## src/rtl/clk_div_pkg.sv

```systemverilog
// Shared constants and helpers for the integer clock divider.
package clk_div_pkg;

  localparam int unsigned NUM_RATIOS = 5;
  localparam int unsigned LEGAL_RATIOS [NUM_RATIOS] = '{2, 3, 4, 5, 8};

  // True when n is one of the supported divide ratios.
  function automatic bit is_legal_ratio(input int unsigned n);
    bit found;
    found = 1'b0;
    for (int unsigned i = 0; i < NUM_RATIOS; i++) begin
      if (LEGAL_RATIOS[i] == n) found = 1'b1;
    end
    return found;
  endfunction

  // Number of high cycles per period: ceil(n/2).
  function automatic int unsigned half_high(input int unsigned n);
    return (n + 32'd1) / 32'd2;
  endfunction

  // Phase counter width: ceil(log2(n)), at least one bit.
  function automatic int unsigned cnt_width(input int unsigned n);
    return (n <= 32'd2) ? 32'd1 : 32'($clog2(n));
  endfunction

endpackage

```

## src/rtl/clk_div_phase_ctr.sv

```systemverilog
// Modulo-N phase counter with a hold enable; resets to N-1 so the first
// edge after reset lands on phase 0.
module clk_div_phase_ctr
  import clk_div_pkg::*;
#(
  parameter int unsigned N = 5,
  parameter int unsigned W = cnt_width(N)
) (
  input  logic         clk_i,
  input  logic         rst_i,
  input  logic         hold_i,
  output logic [W-1:0] cnt_nxt_c_o
);

  localparam logic [W-1:0] LAST = W'(N - 1);

  logic [W-1:0] cnt_q;
  logic [W-1:0] cnt_d;

  // Next phase: hold, wrap at N-1, or increment.
  always_comb begin
    cnt_d = cnt_q;
    if (!hold_i) begin
      if (cnt_q == LAST) cnt_d = '0;
      else               cnt_d = cnt_q + W'(1);
    end
  end

  // Phase register.
  always_ff @(posedge clk_i or posedge rst_i) begin
    if (rst_i) cnt_q <= LAST;
    else       cnt_q <= cnt_d;
  end

  assign cnt_nxt_c_o = cnt_d;

endmodule

```

## src/rtl/clk_div.sv

```systemverilog
// Integer clock divider with single-cycle phase slip on each CALIB rising edge.
module clk_div
  import clk_div_pkg::*;
#(
  parameter int unsigned DIV_MODE = 5,
  parameter string       GSREN    = "false"
) (
  input  logic HCLKIN,
  input  logic RESET,
  input  logic CALIB,
  output logic CLKOUT
);

  localparam int unsigned N = DIV_MODE;
  localparam int unsigned H = half_high(N);
  localparam int unsigned W = cnt_width(N);

  // Reject unsupported ratios at elaboration rather than guessing one.
  if (!is_legal_ratio(N)) begin : g_bad_div_mode
    $error("clk_div: DIV_MODE=%0d is not one of 2,3,4,5,8", N);
  end

  // GSREN is accepted for drop-in compatibility only; flag typos.
  if (GSREN != "false" && GSREN != "true") begin : g_bad_gsren
    $warning("clk_div: GSREN should be \"true\" or \"false\"");
  end

  logic         calib_q;
  logic         calib_d;
  logic         calib_evt_c;
  logic         clkout_q;
  logic         clkout_d;
  logic [W-1:0] cnt_nxt;

  clk_div_phase_ctr #(
    .N (N),
    .W (W)
  ) u_phase_ctr (
    .clk_i       (HCLKIN),
    .rst_i       (RESET),
    .hold_i      (calib_evt_c),
    .cnt_nxt_c_o (cnt_nxt)
  );

  // CALIB edge detect and output decode from the counter's next phase.
  always_comb begin
    calib_d     = CALIB;
    calib_evt_c = CALIB & ~calib_q;
    clkout_d    = (cnt_nxt < W'(H));
    if (calib_evt_c) clkout_d = clkout_q;
  end

  // Output and CALIB history registers; reset forces low output, no pending event.
  always_ff @(posedge HCLKIN or posedge RESET) begin
    if (RESET) begin
      calib_q  <= 1'b1;
      clkout_q <= 1'b0;
    end else begin
      calib_q  <= calib_d;
      clkout_q <= clkout_d;
    end
  end

  assign CLKOUT = clkout_q;

endmodule

```

## config.mk

```make
export PLATFORM = sky130hd
export DESIGN_NAME = clk_div
export DESIGN_NICKNAME = d
export VERILOG_FILES = /design/src/rtl/clk_div_pkg.sv /design/src/rtl/clk_div_phase_ctr.sv /design/src/rtl/clk_div.sv
export SDC_FILE = /design/constraint.sdc
export NUM_CORES = 1
export LEC_CHECK = 0
export ABC_AREA = 1
export CORE_AREA = 4 4 41 43
export CTS_CLUSTER_DIAMETER = 150
export DETAILED_ROUTE_END_ITERATION = 6
export DIE_AREA = 0 0 45 47
export GPL_TIMING_DRIVEN = 0
export PLACE_DENSITY = 0.34
export SYNTH_ARGS = -nofsm -noshare
export SYNTH_HDL_FRONTEND = slang
export SYNTH_HIERARCHICAL = 1
export SYNTH_SLANG_ARGS = --single-unit
```

## constraint.sdc

```tcl
create_clock -name HCLKIN -period 2 [get_ports HCLKIN]
set_clock_uncertainty 0.1 [all_clocks]
set_input_delay 0.2 -clock HCLKIN [delete_from_list [all_inputs] [get_ports HCLKIN]]
set_output_delay 0.2 -clock HCLKIN [all_outputs]
set_load 0.05 [all_outputs]
```

* Word-level counts from Yosys, hierarchy flattened
Index checks and enable logic that the tools add are counted.
** Storage, ports and cells
- Output and inout bits :: 1
- Flip-flop bits (word level) :: 5
- Logic and storage cells :: 10
- Input port bits :: 3
** Cells by class
- Bitwise gates (word level) :: 2
- Equality and inequality tests :: 1
- $add $sub $neg :: 1
- Mux-type cells :: 2
- Order comparisons :: 1
** Operators by type and width (count)
- 2-to-1 mux 3 bit :: 2
- adder 3 x 1 -> 3 bit (second input constant) :: 1
- equality test 3 bit (second input constant) :: 1
- less-than comparator 3 x 2 -> 1 bit (second input constant) :: 1
- bitwise AND 1 bit :: 1
- NOT 1 bit :: 1

* Depth between registers and ports, before layout
Gate-level depths: netlist (run 1).
- Word-level depth :: 4
- Mapped depth :: 9

* By module
The synthesis (run 1) kept the hierarchy.
** By module, submodules not included
- clk_div_phase_ctr :: instances 1, area an instance 161.4 um2, cells an instance 19
- clk_div :: instances 1, area an instance 92.6 um2, cells an instance 12

* Worst setup path before layout (run 1)
No wires, ideal clock.
- Path type :: register to register
- Start :: register u_phase_ctr.cnt_q[0]
- End :: register clkout_q, in the netlist CLKOUT
- Data arrival time :: 0.985 ns
- Buffers on the path :: 0
- Cell stages (with the launch flop) :: 9
- Setup time :: 0.118 ns
- Slack :: 0.797 ns
- Cell sequence :: dfrtp_1 -> inv_1 -> ha_1 -> nor2_1 -> nor2_1 -> nor2_1 -> inv_1 -> nand3_1 -> nand2_1
** On the way
- Word-level cells in the longest chain between the ends :: 4
- Elaborated cells on any way between the ends :: 5
** Ends and longest elaborated chain
- start: declaration :: line clk_div_phase_ctr.sv:17 : logic [W-1:0] cnt_q;
- start signal: assignment :: line clk_div_phase_ctr.sv:32 : else cnt_q <= cnt_d;
- adder 3 x 1 -> 3 bit or equality test 3 bit (tied branches) :: line clk_div_phase_ctr.sv:25, clk_div_phase_ctr.sv:24
- 2-to-1 mux 3 bit (*) :: line clk_div_phase_ctr.sv:24 : if (cnt_q == LAST) cnt_d = '0;
- 2-to-1 mux 3 bit (*) :: line clk_div_phase_ctr.sv:23 : if (!hold_i) begin
- named net cnt_nxt[2] :: line clk_div.sv:33 : logic [W-1:0] cnt_nxt;
- less-than comparator 3 x 2 -> 1 bit (*) :: line clk_div.sv:49 : clkout_d = (cnt_nxt < W'(H));
- end signal: assignment :: line clk_div.sv:60 : clkout_q <= clkout_d;
- end: declaration :: line clk_div.sv:31 : logic clkout_q;
Mark *: on every way through the listed nets, which the timed path passes. The rest lies on a longest branch.
A chain may end at the register's enable or synchronous reset.

* Worst setup path in the final report (run 1)
- Start :: register clkout_q, in the netlist CLKOUT
- End :: output port CLKOUT
** RTL lines
- end: declaration :: line clk_div.sv:11 : output logic CLKOUT
No word-level cell between the ends.

==> results of run 1 <==
## state kept, by name (all words and copies together), names as in the netlist
register / flops
CLKOUT: 1
calib_q: 1
u_phase_ctr/cnt_q: 3
## logic make-up (layout without fill, tap and decap cells)
| logic type | count (synthesis) | count (layout) | share of synthesized area |
|---|---|---|---|
| AO/OA/AOI/OAI | 3 | 3 | 0.05906 |
| AND/OR/NAND/NOR | 13 | 13 | 0.2217 |
| flip-flops | 5 | 5 | 0.5025 |
| adder cells (fa/ha/maj) | 2 | 2 | 0.09851 |
| buffers and inverters | 8 | 15 | 0.1182 |
## cell type report
cell class,count,share of cell area
timing repair buffer,3,0.09125
multi-input combinational,18,0.2928
sequential,5,0.3878
tap,15,0.05703
inverter,8,0.09125
clock buffer,4,0.07985
## layout by cell type (no fill, tap or decap), drive strengths merged
master / count
ha: 2
a21oi: 1
nand3: 2
dfstp: 2
nor2: 4
inv: 8
dfrtp: 3
clkdlybuf4s50: 3
o21ai: 2
nand2: 7
clkbuf: 4
## per-stage QoR
| stage | total power, mW | setup slack (ns) |
|---|---|---|
| 6_report | 0.5012 | 0.3158 |
| 5_1_grt | 0.5481 | 0.2955 |
| 4_1_cts | 0.5117 | 0.2997 |
| 3_5_place_dp | 0.3944 | 0.3492 |
| 3_3_place_gp | 0.3872 | 0.3622 |
| 2_1_floorplan | 0.3364 | 0.7970 |
## worst max-delay path by stage
stage              to  cells after the start
2_1_floorplan  CLKOUT                      8
3_3_place_gp   CLKOUT                      8
3_5_place_dp   CLKOUT                      8
4_1_cts        CLKOUT                      1
5_1_grt        CLKOUT                      1
6_report       CLKOUT                      1
## power by group through the flow
| stage | logic, mW | clock network, mW | registers, mW |
|---|---|---|---|
| floorplan | 0.124 | 0 | 0.212 |
| global placement | 0.207 | 0 | 0.180 |
| detailed placement | 0.213 | 0 | 0.182 |
| CTS | 0.213 | 0.118 | 0.181 |
| global route | 0.241 | 0.121 | 0.186 |
| finish | 0.210 | 0.111 | 0.181 |
## routing by layer
metal / up-vias / wire length, um / track usage
met3: 0 / 20 / 0.01149
met1: 91 / 164 / 0.04817
li1: 104 / - / -
met4: 0 / 0 / 0.07018
met2: 5 / 226 / 0.06780
met5: - / 0 / 0
==> reports/qor.csv, run 1 <==
metric,value,unit
synth_cell_types,13,
grt.total_usage,0.04754,
initial_core_util,0.1952,
async_flop_share,1.000,
slew_headroom,0.6703,
nFillCells,152,
drive_above_1_share,0.2105,
path_class,reg -> out,
synth_seq_cells,5,
yosysMostFrequentCell,inv_1,
clkPwrFrac,0.222,
post-route-cell-area,329.1,um^2
dpl-instance-area,302.8,um^2
dieHeight,47,um
hpwl,347.4,um
cp_slowest_cell,clkdlybuf4s50_1,
arrival,1.38,ns
r2r_start,u_phase_ctr/cnt_q[0],
final_util,0.2529,
io_pins,4,
cts_setup_buffers,0,
cts_tree,built,
slowest_delay,0.80,ns
multi_input_area,96.34,um^2
syn_avg_cell_area,8.193,um^2
fp-row-count,13,
required,1.70,ns
crit_chain,clkdlybuf4s50_1,
place.gp.congestion,0.6874,
switching_share,0.3846,
ir_worst_vdd,0.4377,mV
yosys-top-cells-count,"7 x inv_1, 6 x nand2_1, 3 x dfrtp_1, 3 x nor2_1",
setup_viol,0,
netlist_top_cells_area,"dfrtp_1 30%, dfstp_2 21%, inv_1 10%",
tightest_slew,0.4930,ns
period_share,0.8421,
worstSkewPairLatency,0.23,ns
drt_wl_total,410,um
drv_cap,0,
p_switching,192.8,uW
status,"complete, no violations",
seqPwrFrac,0.360,
slew_violations,0,
setup_tns,0,ns
hold_class,in -> async,
dieArea,2115,um^2
ff2ff_path_depth,8,
wl_per_cell,7.736,um
syn_inst,31,
critPathMaxFanout,2,
p_per_area,1523,nW/um^2
synth_fp_nets,36,
synth_ff_type,dfrtp_1,
antennaDiodeCount,0,
seqCellArea,127.6,um^2
synth_edf_count,0,
intPower,308.4,uW
timing.fmax,593.8,MHz
antenna_found_initial,0,
drt_drc_violations_left,0,
cts-htree-levels,1,
fp.coreArea,1301,um^2
first_pass_iters,4,
grt_pass1_wl,669,um
crit_buf_inv,1,
rrSetupSlack,0.69,ns
cp-startpoint,CLKOUT,
cts_sinks,5,
fin_nets,44,
cp-start-kind,flop,
cts.path.max_buffers,2,
p_leak,0.1712,nW
ys_warn_count,6,
grt_remaining_overflow,0,
rsz0062_at_grt,no,
cts_made_buffers,3,
die_w,45,um
grt_pass1_vias,186,
min_period,1.684,ns
end_kind,primary output,
whs,0.06639,ns
vias_per_cell,3.774,
dp_cells,49,
pwr-share-comb,0.418,
vias,200,
ys_seq_area_frac,0.5025,
cts_hold_buf,0,
antenna_left,0,
cts_resized,0,
finalHoldViolations,0,
drtIter0Drc,1,
root_buffer,clkbuf_4,
grt_max_degree,7,
area_growth,29.56,%
netlist_area,254.0,um^2
r2r-end,CLKOUT,
clkTransAtPathRegs,0.04,ns
yosysTopAreaCellShare,0.2956,
io_buffers,3,
layout.cells.non_filler,53,
path_delay_family,buffers and inverters,
yosysTopAreaCell,dfrtp_1,
Note: power is estimated with default switching activity, not from simulation.
==> inputs of run 2 (changes only) <==
- PLACE_DENSITY: 0.34 -> 0.35
- clock period: 2 -> 1.5 ns (I/O delays scaled with it)
==> run 2 against run 1 <==
Net effect: via count fell by 3.5%; sequential share of layout area fell by 1.0 points; combinational power rose by 29%.
==> reports/qor.csv, run 2 (synthesized netlist as in run 1, its figures left out) <==
metric,value,unit,change
status,"complete, no violations",,unchanged
antenna_found_initial,0,,unchanged
whs_path_depth,1,,
grt_remaining_overflow,0,,unchanged
layout_setup_ws,0.1507,ns,was 0.3158 ns
r2r_start,u_phase_ctr/cnt_q[0],,unchanged
grt.total_usage,0.04830,,was 0.04754
cts-htree-levels,1,,unchanged
post-route-cell-area,337.8,um^2,was 329.1 um^2
dpl-instance-area,302.8,um^2,unchanged
slew_violations,0,,unchanged
finalHoldViolations,0,,unchanged
io_buffers,3,,unchanged
p_per_area,1943,nW/um^2,was 1523 nW/um^2
vias_per_cell,3.574,,was 3.774
drt_wl_total,389,um,was 410 um
largest_reg_flops,3,,unchanged
crit_cells,1,,unchanged
grt_max_degree,7,,unchanged
worstSkewPairLatency,0.23,ns,about the same
timing.fmax,741.1,MHz,
grt_pass1_wl,690,um,was 669 um
path_class,reg -> out,,unchanged
place.gp.congestion,0.6587,,was 0.6874
vias,193,,was 200
fp.coreArea,1301,um^2,unchanged
cts_sinks,5,,unchanged
wl_per_cell,7.204,um,was 7.736 um
fp-row-count,13,,unchanged
grt_pass1_vias,182,,was 186
required,1.25,ns,was 1.70 ns
dpl_worst_slack,-0.1358,ns,was 0.3492 ns
nFillCells,148,,was 152
drive_above_1_share,0.2051,,was 0.2105
initial_core_util,0.1952,,unchanged
cp-startpoint,CLKOUT,,unchanged
crit_chain,dlygate4sd2_1,,was clkdlybuf4s50_1
final_common_cell,inv_1,,unchanged
slowest_delay,0.54,ns,was 0.80 ns
hold_class,in -> reg,,was in -> async
tightest_slew,0.5022,ns,was 0.4930 ns
ir_worst_vdd,0.5933,mV,was 0.4377 mV
period_share,0.8996,,
first_pass_iters,3,,was 4
dieArea,2115,um^2,unchanged
ff2ff_path_depth,8,,unchanged
drv_cap,0,,unchanged
seqCellArea,127.6,um^2,unchanged
multi_input_area,96.34,um^2,unchanged
arrival,1.10,ns,was 1.38 ns
rsz0062_at_grt,no,,unchanged
path_delay_family,buffers and inverters,,unchanged
fin_nets,45,,was 44
critPathMaxFanout,2,,unchanged
die_w,45,um,unchanged
p_leak,0.1773,nW,was 0.1712 nW
mostFrequentLayoutCells,"7 x inv_1, 6 x nand2_1, 3 x dfrtp_1, 3 x clkbuf_4, 3 x nor2_1",,"was 7 x inv_1, 6 x nand2_1"
setup_viol,0,,unchanged
io_pins,4,,unchanged
clkTransAtPathRegs,0.04,ns,about the same
min_period,1.349,ns,
antenna_left,0,,unchanged
endpoint,CLKOUT,,unchanged
antennaDiodeCount,0,,unchanged
rrSetupSlack,0.19,ns,was 0.69 ns
slew_headroom,0.6665,,was 0.6703
end_kind,primary output,,unchanged
dieHeight,47,um,unchanged
drtIter0Drc,2,,was 1
cts_made_buffers,3,,unchanged
cts_setup_buffers,0,,unchanged
cts_tree,built,,unchanged
crit_buf_inv,1,,unchanged
cp_slowest_cell,dlygate4sd2_1,,was clkdlybuf4s50_1
area_growth,33.00,%,was 29.56%
cts.path.max_buffers,2,,unchanged
root_buffer,clkbuf_4,,unchanged
cp-start-kind,flop,,unchanged
r2r-end,CLKOUT,,unchanged
max_flop_register,u_phase_ctr/cnt_q,,unchanged
drt_drc_violations_left,0,,unchanged
[run 2: cell types whose count changed in the layout (fill, tap and decap cells not counted)]
| cell | change |
|---|---|
| o21ai_0 | -1 |
| dlygate4sd3_1 | +1 |
| clkdlybuf4s50_1 | -1 |
| o21ai_1 | +1 |
| dlygate4sd2_1 | +1 |
[run 2: routing by layer]
| layer | wire length, um | global-route usage | up-vias | share of wire |
|---|---|---|---|---|
| met3 | 11 | 0.01149 | 0 | 0.028 |
| met1 | 175 | 0.05950 | 84 | 0.45 |
| met4 | 0 | 0.05263 | 0 | 0 |
| met5 | 0 | 0 | - | 0 |
| li1 | - | - | 107 | - |
| met2 | 202 | 0.06497 | 2 | 0.52 |
[run 2: how the worst min path moves through the flow]
stage                      from      end  slack [ns]
after floorplan           RESET   CLKOUT       -0.21
after global placement    RESET   CLKOUT        0.24
after detailed placement  RESET   CLKOUT        0.24
after CTS                 CALIB  calib_q        0.28
after global routing      CALIB  calib_q        0.30
final                     CALIB  calib_q        0.28
[run 2: final cells by class]
| cell class | count | share of cell area |
|---|---|---|
| timing repair buffer | 4 | 0.1148 |
| sequential | 5 | 0.3778 |
| multi-input combinational | 18 | 0.2852 |
| inverter | 8 | 0.08889 |
| tap | 15 | 0.05556 |
| clock buffer | 4 | 0.07778 |
[run 2: through the flow]
step | power [mW] | hold WS [ns] | utilization | std cells | setup TNS, ns
3_3_place_gp | 0.5223 | 0.2422 | 0.2327 | 49 | -0.1124
3_5_place_dp | 0.5312 | 0.2436 | 0.2327 | 49 | -0.1358
5_1_grt | 0.7326 | 0.2971 | 0.2596 | 54 | 0
6_report | 0.6565 | 0.2845 | 0.2596 | 54 | 0
2_1_floorplan | 0.4486 | -0.2095 | - | 31 | 0
4_1_cts | 0.6763 | 0.2804 | 0.2596 | 54 | 0
[run 2: what timing repair did]
action	in CTS	in global routing
endpoints found under the hold margin	1	0
hold buffers	1	0
gates resized for setup	1	1
setup endpoints to repair	1	1
pin swaps	0	0
[run 2: power breakdown]
group | switching [mW] | total (mW) | internal [mW]
Sequential | 0.0332 | 0.239 | 0.205
Clock | 0.0464 | 0.146 | 0.100
Combinational | 0.173 | 0.271 | 0.0989
==> inputs of run 3 (changes only) <==
- CORE_AREA: 4 4 41 43 -> 5 5 42 44
- DIE_AREA: 0 0 45 47 -> 0 0 47 49
- SLEW_MARGIN: not set -> 25
==> run 3 against run 2 <==
Net effect: design area decreased by 2.6%; maximum frequency about the same; sequential power about the same; largest cell class unchanged; power decreased by 0.32%; wire length decreased by 4.6%; setup slack improved by 0.0013 ns; sequential share of layout area increased by 1.0 points; highest routed layer is now met4; core utilization decreased by 2.5 points; sequential cell count unchanged; clock-buffer cell count unchanged; critical path depth increased by 7.
==> reports/qor.csv, run 3 (synthesized netlist as in run 1, its figures left out) <==
metric,value,unit,change
max_flop_register,u_phase_ctr/cnt_q,,unchanged
grt.total_usage,0.04664,,was 0.04830
hpwl,332.3,um,
setup_tns,0,ns,unchanged
vias,197,,was 193
antenna_found_initial,0,,unchanged
rsz0062_at_grt,no,,unchanged
min_period,1.348,ns,was 1.349 ns
hold_class,in -> async,,was in -> reg
r2r_start,calib_q,,was u_phase_ctr/cnt_q[0]
io_buffers,3,,unchanged
drt_wl_total,371,um,was 389 um
cp-startpoint,CALIB,,was CLKOUT
grt_max_degree,7,,unchanged
final_util,0.2348,,was 0.2596
cts_hold_buf,0,,was 1
cp-start-kind,primary input,,was flop
dpl_worst_slack,-0.1022,ns,was -0.1358 ns
drive_above_1_share,0.2105,,was 0.2051
slew_violations,0,,unchanged
fin_nets,44,,was 45
seqCellArea,127.6,um^2,unchanged
fp.coreArea,1401,um^2,was 1301 um^2
drt_drc_violations_left,0,,unchanged
final_common_cell,inv_1,,unchanged
cts_resized,1,,unchanged
area_growth,29.56,%,was 33.00%
die_w,47,um,was 45 um
dieHeight,49,um,was 47 um
dp_cells,50,,was 49
drv_cap,0,,unchanged
post-route-cell-area,329.1,um^2,was 337.8 um^2
grt_remaining_overflow,0,,unchanged
setup_viol,0,,unchanged
ir_worst_vdd,0.5862,mV,was 0.5933 mV
drtIter0Drc,3,,was 2
multi_input_area,96.34,um^2,unchanged
grt_pass1_wl,710,um,was 690 um
cts-htree-levels,1,,unchanged
vias_per_cell,3.648,,was 3.574
path_class,in -> reg,,was reg -> out
slew_headroom,0.6749,,was 0.6665
first_pass_iters,2,,was 3
mostFrequentLayoutCells,"7 x inv_1, 6 x nand2_1, 3 x dfrtp_1, 3 x clkbuf_4, 3 x nor2_1",,unchanged
antennaDiodeCount,0,,unchanged
cts_tree,built,,unchanged
grt_pass1_vias,193,,was 182
layout.cells.non_filler,54,,unchanged
critPathMaxFanout,6,,was 2
period_share,0.8987,,was 0.8996
wl_per_cell,6.870,um,was 7.204 um
fp-row-count,14,,was 13
clkTransAtPathRegs,0.04,ns,about the same
status,"complete, no violations",,unchanged
finalHoldViolations,0,,unchanged
ff2ff_path_depth,7,,was 8
cts.path.max_buffers,2,,unchanged
end_kind,flop,,was primary output
worstSkewPairLatency,0.23,ns,about the same
cts_sinks,5,,unchanged
p_per_area,1989,nW/um^2,was 1943 nW/um^2
dieArea,2303,um^2,was 2115 um^2
root_buffer,clkbuf_4,,unchanged
cts_setup_buffers,0,,unchanged
antenna_left,0,,unchanged
nFillCells,155,,was 148
required,1.52,ns,was 1.25 ns
initial_core_util,0.1813,,was 0.1952
p_leak,0.1732,nW,was 0.1773 nW
timing.fmax,741.8,MHz,was 741.1 MHz
place.gp.congestion,0.6586,,was 0.6587
tightest_slew,0.4895,ns,was 0.5022 ns
io_pins,4,,unchanged
cts_made_buffers,3,,unchanged
layout_setup_ws,0.1519,ns,was 0.1507 ns
dpl-instance-area,304.0,um^2,was 302.8 um^2
largest_reg_flops,3,,unchanged
arrival,1.37,ns,was 1.10 ns
-- run 3: routing by layer --
| metal | part of all wire | GRT usage | wire length (um) |
|---|---|---|---|
| met5 | 0 | 0 | 0 |
| met1 | 0.42 | 0.05111 | 156 |
| met2 | 0.47 | 0.05656 | 175 |
| met3 | 0.059 | 0.01107 | 22 |
| met4 | 0.046 | 0.06912 | 17 |
-- run 3: worst max-delay path, stage by stage --
cell and delay [ns]:
clkdlybuf4s50_1 0.50, inv_1 0.06, nor2_2 0.11, inv_2 0.08
o21ai_0 0.24, nand2_1 0.09, nand3_1 0.09, nand2_1 0.05
-- run 3: final timing paths --
kind | endpoint | slack, ns
hold / removal | CLKOUT | 0.007
hold reg to reg | CLKOUT | 0.38
max in group asynchronous | u_phase_ctr/cnt_q[2] | 1.07
setup / recovery | CLKOUT | 0.15
setup reg to reg | CLKOUT | 0.20
min in group HCLKIN | calib_q | 0.28
-- run 3: cell type report --
| cell class | count | share of cell area |
|---|---|---|
| tap | 16 | 0.06084 |
| sequential | 5 | 0.3878 |
| timing repair buffer | 3 | 0.08745 |
| inverter | 8 | 0.09125 |
| clock buffer | 4 | 0.07985 |
| multi-input combinational | 18 | 0.2928 |
-- run 3: metrics by stage --
step / hold slack, ns / power, mW
CTS: 0.0006138 / 0.6687
finish: 0.006943 / 0.6544
floorplan: -0.2095 / 0.4486
global route: 0.03167 / 0.7286
global placement: 0.2411 / 0.5168
detailed placement: 0.2562 / 0.5236
-- run 3: report_power, final --
| group | switching (mW) | leakage (nW) | internal, mW |
|---|---|---|---|
| logic | 0.172 | 0.101 | 0.0969 |
| clock network | 0.0479 | 0.0150 | 0.100 |
| registers | 0.0318 | 0.0571 | 0.205 |
| total | 0.252 | 0.173 | 0.402 |
